--- src/rtl/div_shift_seq_reg.sv ---
// div_shift_seq_reg: parametrised shift register for the sequential divider
// datapath. Commands (load, clear, shift, rotate) are strobed in with start.
// Multi-cycle shifts run one position per clock with busy high. A single-cycle
// done pulse marks completion.
// Optional feature macro: DIV_SHIFT_ROTATE_EN enables ROL/ROR. When it is not
// defined, ROL/ROR act as HOLD and no rotate logic is built.
module div_shift_seq_reg #(
    parameter  int WIDTH = 8,
    localparam int AMT_W = $clog2(WIDTH + 1)
) (
    input  logic             clk,
    input  logic             rst,
    input  logic             start,
    input  logic [2:0]       op,
    input  logic [AMT_W-1:0] amt,
    input  logic [WIDTH-1:0] D,
    input  logic             sh_in,
    output logic [WIDTH-1:0] Q,
    output logic             sh_out,
    output logic             busy,
    output logic             done
);

    localparam logic [2:0] OP_HOLD = 3'b000;
    localparam logic [2:0] OP_LOAD = 3'b001;
    localparam logic [2:0] OP_SL   = 3'b010;
    localparam logic [2:0] OP_SR   = 3'b011;
    localparam logic [2:0] OP_ASR  = 3'b100;
    localparam logic [2:0] OP_ROL  = 3'b101;
    localparam logic [2:0] OP_ROR  = 3'b110;
    localparam logic [2:0] OP_CLR  = 3'b111;

    localparam logic [AMT_W-1:0] AMT_MAX = AMT_W'(WIDTH);

    typedef enum logic [1:0] {IDLE, SHIFT, FIN} state_t;

    state_t           state;
    logic [2:0]       op_l;
    logic [AMT_W-1:0] count;
    logic             is_shift;

    // Decode which opcodes run through the multi-cycle shift engine.
    always_comb begin
        is_shift = (op == OP_SL) || (op == OP_SR) || (op == OP_ASR);
`ifdef DIV_SHIFT_ROTATE_EN
        if ((op == OP_ROL) || (op == OP_ROR))
            is_shift = 1'b1;
`endif
    end

    // Control FSM and datapath: accept commands in IDLE, shift in SHIFT,
    // pulse done in FIN. Commands that arrive outside IDLE are ignored.
    always_ff @(posedge clk or posedge rst) begin
        if (rst) begin
            state  <= IDLE;
            Q      <= '0;
            sh_out <= 1'b0;
            busy   <= 1'b0;
            done   <= 1'b0;
            count  <= '0;
            op_l   <= OP_HOLD;
        end else begin
            case (state)
                IDLE: begin
                    done <= 1'b0;
                    if (start) begin
                        if (is_shift && (amt != '0)) begin
                            // Anything past WIDTH is fully shifted out, so clamp.
                            count <= (amt > AMT_MAX) ? AMT_MAX : amt;
                            op_l  <= op;
                            busy  <= 1'b1;
                            state <= SHIFT;
                        end else begin
                            if (op == OP_LOAD)
                                Q <= D;
                            else if (op == OP_CLR)
                                Q <= '0;
                            done  <= 1'b1;
                            state <= FIN;
                        end
                    end
                end
                SHIFT: begin
                    case (op_l)
                        OP_SL: begin
                            Q      <= {Q[WIDTH-2:0], sh_in};
                            sh_out <= Q[WIDTH-1];
                        end
                        OP_SR: begin
                            Q      <= {1'b0, Q[WIDTH-1:1]};
                            sh_out <= Q[0];
                        end
                        OP_ASR: begin
                            Q      <= {Q[WIDTH-1], Q[WIDTH-1:1]};
                            sh_out <= Q[0];
                        end
`ifdef DIV_SHIFT_ROTATE_EN
                        OP_ROL: begin
                            Q      <= {Q[WIDTH-2:0], Q[WIDTH-1]};
                            sh_out <= Q[WIDTH-1];
                        end
                        OP_ROR: begin
                            Q      <= {Q[0], Q[WIDTH-1:1]};
                            sh_out <= Q[0];
                        end
`endif
                        default: ;
                    endcase
                    count <= count - 1'b1;
                    // The shift on count==1 is the last one.
                    if (count == AMT_W'(1)) begin
                        busy  <= 1'b0;
                        done  <= 1'b1;
                        state <= FIN;
                    end
                end
                FIN: begin
                    done  <= 1'b0;
                    state <= IDLE;
                end
                default: begin
                    busy  <= 1'b0;
                    done  <= 1'b0;
                    state <= IDLE;
                end
            endcase
        end
    end

endmodule

--- config.mk ---
export PLATFORM = sky130hd
export DESIGN_NAME = div_shift_seq_reg
export DESIGN_NICKNAME = d
export VERILOG_FILES = /design/src/rtl/div_shift_seq_reg.sv
export SDC_FILE = /design/constraint.sdc
export NUM_CORES = 1
export LEC_CHECK = 0
export BUFFER_PORTS_ARGS = -buffer_cell sky130_fd_sc_hd__buf_2
export CORE_MARGIN = 1.5
export CORE_UTILIZATION = 48
export DETAILED_ROUTE_END_ITERATION = 8
export PLACE_DENSITY = 0.77
export SLEW_MARGIN = 10
export SYNTH_ARGS = -nofsm -noshare
export SYNTH_HDL_FRONTEND = slang
export SYNTH_SLANG_ARGS = --single-unit
--- constraint.sdc ---
create_clock -name clk -period 1.45 [get_ports clk]
set_input_delay 0.145 -clock clk [delete_from_list [all_inputs] [get_ports clk]]
set_output_delay 0.145 -clock clk [all_outputs]
set_load 0.01 [all_outputs]
; Yosys cells after proc, flatten, opt, wreduce, memory -nomap -nowiden
; Index checks and enable logic that the tools add are counted.
[op_classes]
n_addsub = 1
n_bitwise = 1
eq_ne = 19
n_mux = 23
order_cmp = 1
n_reduce_logical = 15
[op_table]
columns = operator, n
row1 = two-way mux 8 bit, 4
row2 = one-hot mux 8 bit (3 select lines), 1
row3 = one-hot mux 8 bit (2 select lines), 1
row4 = equality test 3 x 2 -> 1 bit (second input constant), 4
row5 = two-way mux 4 bit, 3
row6 = != test 2 bit (second input constant), 5
row7 = equality test 3 bit (second input constant), 3
row8 = one-hot mux 4 bit (2 select lines), 1
row9 = two-way mux 1 bit, 6
row10 = two-way mux 2 bit, 3
row11 = AND reduction 3 bit, 2
row12 = AND reduction 6 bit, 1
row13 = AND reduction 5 bit, 1
row14 = equality test 4 x 1 -> 1 bit (second input constant), 1
row15 = > comparator 4 bit (second input constant), 1
row16 = != test 4 x 1 -> 1 bit (second input constant), 1
row17 = one-hot mux 1 bit (2 select lines), 2
row18 = one-hot mux 2 bit (2 select lines), 1
row19 = AND reduction 2 bit, 2
row20 = AND reduction 4 bit, 1
row21 = nonzero test 2 bit, 2
row22 = nonzero test 4 bit, 1
row23 = subtractor 4 x 1 -> 4 bit (second input constant), 1
row24 = equality test 3 x 1 -> 1 bit (second input constant), 1
row25 = other kinds (10), 11
[word_totals]
input_bits = 19
ff_bits = 20
elab_cells = 68
out_inout_bits = 11

; Depth between registers and ports, before layout
; Gate-level depths: netlist of the first run.
[logic_depth]
ltp_word = 7
depth_mapped = 6
ltp_nobuf = 6

; Worst setup path before layout of the first run
; OpenSTA, ideal clock, no wires.
[synth_timing]
path_kind = register to register
from = reg op_l[0]
to = reg Q[2]
path_stages_with_launch = 6
path_slack_ps = -76
setup_ps = 136
t_arrival_ps = 1390
required_ps = 1314
n_path_buf = 1
synth_period_minus_slack_ps = 1526
path_cell_list = dfrtp_1 > or3b_1 > buf_2 > and3_1 > o21ai_0 > a32oi_1
[synth_via]
elab_chain_cells = 3
word_cells_on_any_way = 7
cone_classes = eq/ne: 4 / mux: 2 / reduce/logical: 1
[synth_rtl]
columns = item, line_no
row1 = from (decl), 38  ; logic [2:0] op_l;
row2 = from (signal assigned), 70  ; op_l <= op;
row3 = equality test 3 bit or equality test 3 x 2 -> 1 bit (tied branches), 84  ; case (op_l)
row4 = one-hot mux 8 bit (3 select lines) or != test 4 x 1 -> 1 bit (tied branches), -
row5 = one-hot mux 8 bit (2 select lines) or AND reduction 5 bit (tied branches), -
row6 = to (signal assigned), 86  ; Q <= {Q[WIDTH-2:0], sh_in};
row7 = to (signal assigned), 90  ; Q <= {1'b0, Q[WIDTH-1:1]};
row8 = to (signal assigned), 94  ; Q <= {Q[WIDTH-1], Q[WIDTH-1:1]};
row9 = to (decl), 18  ; output logic [WIDTH-1:0] Q,
; Parallel ways exist; a longest one is shown, timed or not.
; A chain may end at the register's enable or synchronous reset.

; Final worst setup path of the first run
[layout_timing]
from = reg op_l[1]
to = reg Q[3]
; The elaborated chain is that of the path after synthesis.

==> results by group, run 1 <==
Outcome
  • Status: finished with violations
  • Violations in the final reports: setup timing

Timing
  • Maximum frequency from static timing analysis: 0.673 GHz
  • Final Setup Violations: 4
  • Slew of the pin with the lowest slew margin: 0.309 ns
  • Number of max-slew violations in the final report: 0
  • Setup repair after global routing missed its margin: true
  • Minimum clock period: 1.49 ns
  • Remaining max-slew budget at the tightest pin: 79.1%
  • Worst clock skew: 0.00144 ns
  • Final hold violations: 0
  • Slack of the critical path: -0.0354 ns
  • Portion of the clock cycle consumed by the worst path in the final layout: 102%
  • Total negative setup slack: -0.0789 ns

Floorplan
  • Rows: 18
  • Core ar.: 2520 µm²
  • Die X: 55.1 µm
  • Overall die height: 55.1 µm
  • DIE AREA: 3040 µm²
  • Number of primary I/O pins: 30
  • Starting density of the core: 51.7%

Flow run
  • Max-cap check violation count: 0

Synth
  • Flip-flop and latch count after synthesis: 20
  • Mean instance size in the synthesized netlist: 8.75 µm²
  • Count of mapped cells out of synthesis: 149
  • Post-synth EDFFs: 0
  • Warnings, synthesis: 0
  • Largest cells by area after synthesis: dfrtp_1 (38%), a21oi_1 (5.0%), o21ai_0 (5.0%)
  • Top FF cell, synth: dfrtp_1
  • Number of different library cells in the post-synthesis netlist: 39
  • Sequential-to-total area share from yosys stat: 38.4%
  • Area share of the leading cell type in the synthesized netlist: 38.4%
  • Synth Cell Area: 1300 µm²
  • Share of synthesized flip-flops with an asynchronous set or reset: 100%
  • Synth area leader: dfrtp_1
  • Net Count, Synth: 170

Drt
  • Number of vias in the routed layout: 1,433
  • Count of unresolved DRC violations after routing: 0
  • Routed wire length: 3.88 mm
  • Total iterations of the first detailed-routing run: 4
  • Vias per std cell: 6.18
  • Average wire per cell in the routed design: 16.7 µm
  • Count of nets left with antenna violations after detail routing: 0
  • Starting DRT DRC Count: 48

Power
  • PD cells: 2100 nW/µm²
  • Net switching power: 1.63 mW
  • Post-layout total power: 3.75 mW
  • IR drop worst, VDD: 1.44 mV
  • P_int: 2.12 mW
  • Share of total power in the clock network: 7.4%
  • Sequential fraction of design power: 29.6%
  • Leak pwr: 0.829 nW
  • Combinational group share of total power: 63.0%
  • Switching power share of the total: 43.5%

Placement
  • IO buf count: 29
  • Post-detail-place hpwl: 2.64 mm
  • Weighted congestion at the end of routability-driven global placement: 0.847
  • Dpl cells: 224
  • Pre-CTS worst setup slack: -0.102 ns

Finish
  • P&R area growth vs syn: 37.3%
  • Commonest cells after routing, fill and taps aside: buf_2 (29), buf_4 (23), dfrtp_1 (18)
  • Non-filler instance count after layout: 232
  • Layout Nets: 225
  • Number of antenna diodes: 0
  • Leading cell type in the layout, fill and taps excluded: buf_2
  • Number of fillers in the final layout: 198
  • Fraction of layout cells with a size suffix above 1: 41.1%

Clocking
  • Maximum buffer depth of the clock tree: 2
  • Clock-pin slew on the worst setup and hold paths: 0.12 ns
  • Root Buffer: clkbuf_4
  • Number of H-tree levels: 1
  • Clock latency reported for the late side of the worst-skew pair: 0.31 ns
  • Clock sink total: 20
  • Clock tree from TritonCTS: yes
  • TritonCTS buffer count: 3

Global route
  • Largest net degree at the start of global routing: 21
  • Wire length of the first global-routing pass: 5.80 mm
  • Global-route congestion overflow total: 0
  • Number of global-route vias before repair: 1,332
  • GRT Total Usage: 27.1%
  • Antenna violations before repair: 0

Critical path
  • R2r startpoint: op_l[1]
  • Critical Path End Type: register
  • Standard cell with the maximum stage delay on the critical path: or3b_4
  • Count of cells along the worst register-to-register path: 4
  • Top delay family on crit path: compound AO/OA/AOI/OAI gates
  • Crit path DAT: 1.71 ns
  • Crit. Startpoint: op_l[1]
  • Critical path buffer and inverter count: 0
  • Category of the critical setup timing path: register to register
  • Critical Path Start Type: register
  • Critical path required time: 1.68 ns
  • Crit path depth: 4
  • CP peak stage delay: 0.46 ns
  • Worst-path cell chain: or3b_4 > a21oi_1 > o21ai_2 > a32oi_2
  • Maximum fanout along the worst path: 7

Min path
  • Number of instances on the worst hold path: 3
  • Min-Delay Startpoint: amt[1]
  • Type of the most critical hold path: primary input to register
==> layer usage <==
metal,vias to the layer above,global-route usage (%),share of wire (%)
li1,666,-,-
met1,691,33.3,41
met2,65,47.4,49
met3,11,4.57,7.6
met4,0,9.76,1.8
met5,-,0,0
==> logic make-up after synthesis <==
group,synth area share [%]
mux,3.36
flops,38.4
xor+xnor,0.672
fa+ha+maj,1.92
compound gates,26.5
buf+inv,6.72
simple gates,22.5
==> tightest hold or removal path, stage by stage <==
cell,delay (ns)
buf_2,0.09
nand3_1,0.06
nand3_1,0.07
==> state kept, by name (all words and copies together) (netlist names) <==
signal / cells
op_l: 3
done: 1
sh_out: 1
count: 4
state: 2
busy: 1
Q: 8
==> power by group through the flow <==
stage	sequential, mW	combinational, mW	clock [mW]
after floorplan	1.13	1.16	0
after global placement	1.05	1.92	0
after detailed placement	1.07	2.01	0
after CTS	1.09	2.18	0.281
after global routing	1.15	2.56	0.294
final	1.11	2.36	0.279
==> cell usage after synthesis (2+ instances only) <==
master    number
nand2_1        8
nor3_1         3
a32oi_1        7
mux2_2         3
nor2_1         5
and3_1         7
nand3_1        4
or3_1          2
a21boi_0       2
dfrtp_1       20
nor2b_1        2
nand3b_1       3
nand2b_1       6
clkbuf_1       6
nor3b_1        4
a21oi_1       13
inv_1         12
o21ai_0       13
o311ai_0       2
ha_1           2
a41oi_1        7
==> per-stage QoR <==
stage / utilization, % / area, µm² / hold WS [ns]
floorplan: - / 1310 / 0.109
global placement: 65.3 / 1650 / 0.185
detailed placement: 65.3 / 1650 / 0.190
CTS: 68.9 / 1740 / 0.0880
global route: 71.0 / 1790 / 0.106
finish: 71.0 / 1790 / 0.0836
==> path summary, 6_finish.rpt <==
| check | to | slack (ns) |
|---|---|---|
| setup / recovery | Q[3] | -0.04 |
| hold / removal | count[1] | 0.08 |
| setup reg to reg | Q[3] | -0.04 |
| hold reg to reg | busy | 0.50 |
| max in group asynchronous | op_l[2] | 0.83 |
| min in group asynchronous | Q[5] | 0.39 |
==> area by class of cell <==
class	count	area (µm²)	area share (%)
Multi-Input combinational cell	109	790	44.1
Sequential cell	20	503	28.1
Timing Repair Buffer	58	393	21.9
Inverter	12	45.0	2.52
Tap cell	30	37.5	2.10
Clock buffer	3	22.5	1.26
==> repair_timing <==
action                                  in CTS  in global routing
hold buffers                                 1                  0
pin swaps                                    0                 10
gates cloned                                 1                  0
endpoints found under the setup margin       8                 12
setup buffers                                2                  1
endpoints found under the hold margin       20                  0
gates resized for setup                     15                 15
(Power assumes the default switching activity.)
==> run 2: changes to the inputs <==
--- a/config.mk
+++ b/config.mk
@@ -5,6 +5,7 @@
 export SDC_FILE = /design/constraint.sdc
 export NUM_CORES = 1
 export LEC_CHECK = 0
+export ABC_AREA = 1
 export BUFFER_PORTS_ARGS = -buffer_cell sky130_fd_sc_hd__buf_2
 export CORE_MARGIN = 1.5
 export CORE_UTILIZATION = 48
==> run 2 against run 1 <==
  * The run now ends clean
  * Total power down 25%
  * Sequential share of layout area rose by 4.2 points
  * Combinational power shrank 34%
  * Flip-flop and latch count unchanged
  * Cell count rose by 11%
  * Sequential power decreased by 7%
  * Via count decreased by 13%
  * Clock power decreased by 8.6%
==> results by group, run 2 <==
Timing
  • Maximum frequency from static timing analysis: 0.747 GHz
  • Final Setup Violations: 0
  • Hold slack: 0.0802 ns
  • Number of max-slew violations in the final report: 0
  • Total negative setup slack: 0 ns
  • Setup repair after global routing missed its margin: false
  • Worst clock skew: 0.00938 ns
  • Slew of the pin with the lowest slew margin: 0.270 ns
  • Final hold violations: 0
  • Minimum clock period: 1.34 ns
  • Portion of the clock cycle consumed by the worst path in the final layout: 92.4%
  • Remaining max-slew budget at the tightest pin: 82.0%

Floorplan
  • Core ar.: 2520 µm²
  • Starting density of the core: 51.3%
  • DIE AREA: 3020 µm²
  • Die X: 54.9 µm
  • Overall die height: 54.9 µm
  • Number of primary I/O pins: 30
  • Rows: 18

Clocking
  • TritonCTS buffer count: 3
  • Maximum buffer depth of the clock tree: 2
  • Clock sink total: 20
  • Number of H-tree levels: 1
  • Clock tree from TritonCTS: yes
  • Clock-pin slew on the worst setup and hold paths: 0.10 ns
  • Root Buffer: clkbuf_4
  • Clock latency reported for the late side of the worst-skew pair: 0.30 ns

Power
  • Switching power share of the total: 47.3%
  • Leak pwr: 0.899 nW
  • Share of total power in the clock network: 9.0%
  • P_int: 1.49 mW
  • PD cells: 1820 nW/µm²
  • IR drop worst, VDD: 1.33 mV
  • Net switching power: 1.34 mW
  • Combinational group share of total power: 54.7%
  • Sequential fraction of design power: 36.3%

Finish
  • Number of fillers in the final layout: 262
  • Number of antenna diodes: 0
  • Share of the core filled with cells: 61.6%
  • Commonest cells after routing, fill and taps aside: nand2_1 (72), buf_2 (29), inv_1 (24)
  • Layout Nets: 250
  • Largest registers: Q (8), count (4), op_l (3)
  • Fraction of layout cells with a size suffix above 1: 26.0%
  • Leading cell type in the layout, fill and taps excluded: nand2_1
  • Area of combinational cells with multiple inputs: 688 µm²
  • Final instance area: 1550 µm²
  • Non-filler instance count after layout: 257
  • Storage element area: 502 µm²
  • Number of flip-flops under the largest register name: 8
  • Reg with most FFs: Q
  • P&R area growth vs syn: 20.0%

Synth
  • Area share of the leading cell type in the synthesized netlist: 38.6%
  • Largest cells by area after synthesis: dfrtp_1 (39%), nand2_1 (21%), nand3_1 (8.1%)
  • Synth area leader: dfrtp_1
  • Sequential-to-total area share from yosys stat: 38.6%
  • Net Count, Synth: 210
  • Warnings, synthesis: 0
  • Top FF cell, synth: dfrtp_1
  • Number of different library cells in the post-synthesis netlist: 22
  • Count of mapped cells out of synthesis: 189
  • Share of synthesized flip-flops with an asynchronous set or reset: 100%
  • Cell with the most instances after synthesis: nand2_1
  • Synth top cells by count: nand2_1 (72), inv_1 (24), nand3_1 (21)
  • Synth Cell Area: 1290 µm²
  • Mean instance size in the synthesized netlist: 6.85 µm²
  • Post-synth EDFFs: 0
  • Flip-flop and latch count after synthesis: 20

Placement
  • Dpl cells: 251
  • Weighted congestion at the end of routability-driven global placement: 0.811
  • IO buf count: 29
  • Post-Place Cell Area: 1500 µm²
  • Post-detail-place hpwl: 1.99 mm

Critical path
  • Standard cell with the maximum stage delay on the critical path: dfrtp_1
  • Crit path DAT: 1.53 ns
  • Critical Path Start Type: register
  • Critical path required time: 1.64 ns
  • Crit. Startpoint: state[0]
  • CP peak stage delay: 0.45 ns
  • Cell repeated most along the worst path: nand2_2
  • Endpoint of the worst register-to-register path: Q[4]
  • Maximum fanout along the worst path: 8
  • Category of the critical setup timing path: register to register
  • Count of cells along the worst register-to-register path: 9
  • Worst-path cell chain: inv_2 > nor2_4 > nand2_2 > nand2_2 > nand2_2 > nand2_4 > inv_4 > nand2_1 > nand2_1
  • Worst reg-to-reg setup slack: 0.11 ns
  • Critical Path End Type: register
  • R2r startpoint: state[0]

Global route
  • Global-route congestion overflow total: 0
  • Wire length of the first global-routing pass: 4.37 mm
  • GRT Total Usage: 20.0%
  • Number of global-route vias before repair: 1,048
  • Largest net degree at the start of global routing: 21
  • Antenna violations before repair: 0

Min path
  • Type of the most critical hold path: primary input to register
  • Min-Delay Startpoint: op[2]
  • Number of instances on the worst hold path: 2
  • Min-Delay Endpoint: op_l[1]

Drt
  • Number of vias in the routed layout: 1,253
  • Starting DRT DRC Count: 21
  • Count of nets left with antenna violations after detail routing: 0
  • Total iterations of the first detailed-routing run: 4
  • Average wire per cell in the routed design: 10.2 µm
  • Vias per std cell: 4.88
  • Routed wire length: 2.63 mm
  • Count of unresolved DRC violations after routing: 0

Outcome
  • Status: complete, no violations

Flow run
  • Max-cap check violation count: 0
run 2: cell type report:
cell class | instances | share of cell area (%)
clock buffers | 3 | 1.45
inverters | 27 | 6.68
multi-input cells | 141 | 44.3
flip-flops and latches | 20 | 32.3
well taps | 30 | 2.42
repair buffers | 36 | 12.9
run 2: per-stage QoR:
step	power, mW	worst slack [ns]
floorplan	2.12	0.236
global placement	2.51	0.104
detailed placement	2.53	0.0808
CTS	2.79	0.0661
global route	3.15	0.0187
finish	2.83	0.111
run 2: per-layer routing:
metal / up-vias / wire length, µm / GRT usage (%)
li1: 669 / - / -
met1: 556 / 1370 / 29.7
met2: 26 / 1120 / 29.8
met3: 2 / 116 / 5.65
met4: 0 / 15 / 2.44
met5: - / 0 / 0
run 2: power by group through the flow:
| stage | Sequential [mW] | Clock (mW) | Combinational [mW] |
|---|---|---|---|
| final | 1.03 | 0.255 | 1.55 |
| after global routing | 1.07 | 0.293 | 1.80 |
| after CTS | 1.02 | 0.264 | 1.51 |
| after detailed placement | 1.03 | 0 | 1.50 |
| after global placement | 1.02 | 0 | 1.49 |
| after floorplan | 1.05 | 0 | 1.07 |
run 2: worst max-delay path by stage:
stage          slack [ns]  endpoint  depth (start not counted)
2_1_floorplan        0.24      Q[0]                          8
3_3_place_gp         0.10      Q[4]                          8
5_1_grt              0.02      Q[6]                          8
3_5_place_dp         0.08      Q[4]                          8
4_1_cts              0.07      Q[4]                          8
6_report             0.11      Q[4]                          9
run 2: cell families after synthesis:
group / count (synthesis) / share of synthesized area (%)
AND/OR/NAND/NOR: 118 / 41.8
flip-flops: 20 / 38.6
XOR/XNOR: 1 / 0.676
AO/OA/AOI/OAI: 20 / 8.31
adder cells (fa/ha/maj): 2 / 1.93
buffers and inverters: 28 / 8.60
run 2: repair_timing:
action | CTS | global route
hold buffers | 1 | 0
setup endpoints to repair | 0 | 6
resized for setup | 0 | 2
buffers inserted | 0 | 2
hold endpoints to repair | 20 | 0
run 2: worst max-delay path, delay by kind of cell, from the launching register on:
kind / cells / cell delay [ns]
AND/OR/NAND/NOR: 7 / 0.63
flip-flops: 1 / 0.45
buffers and inverters: 2 / 0.15
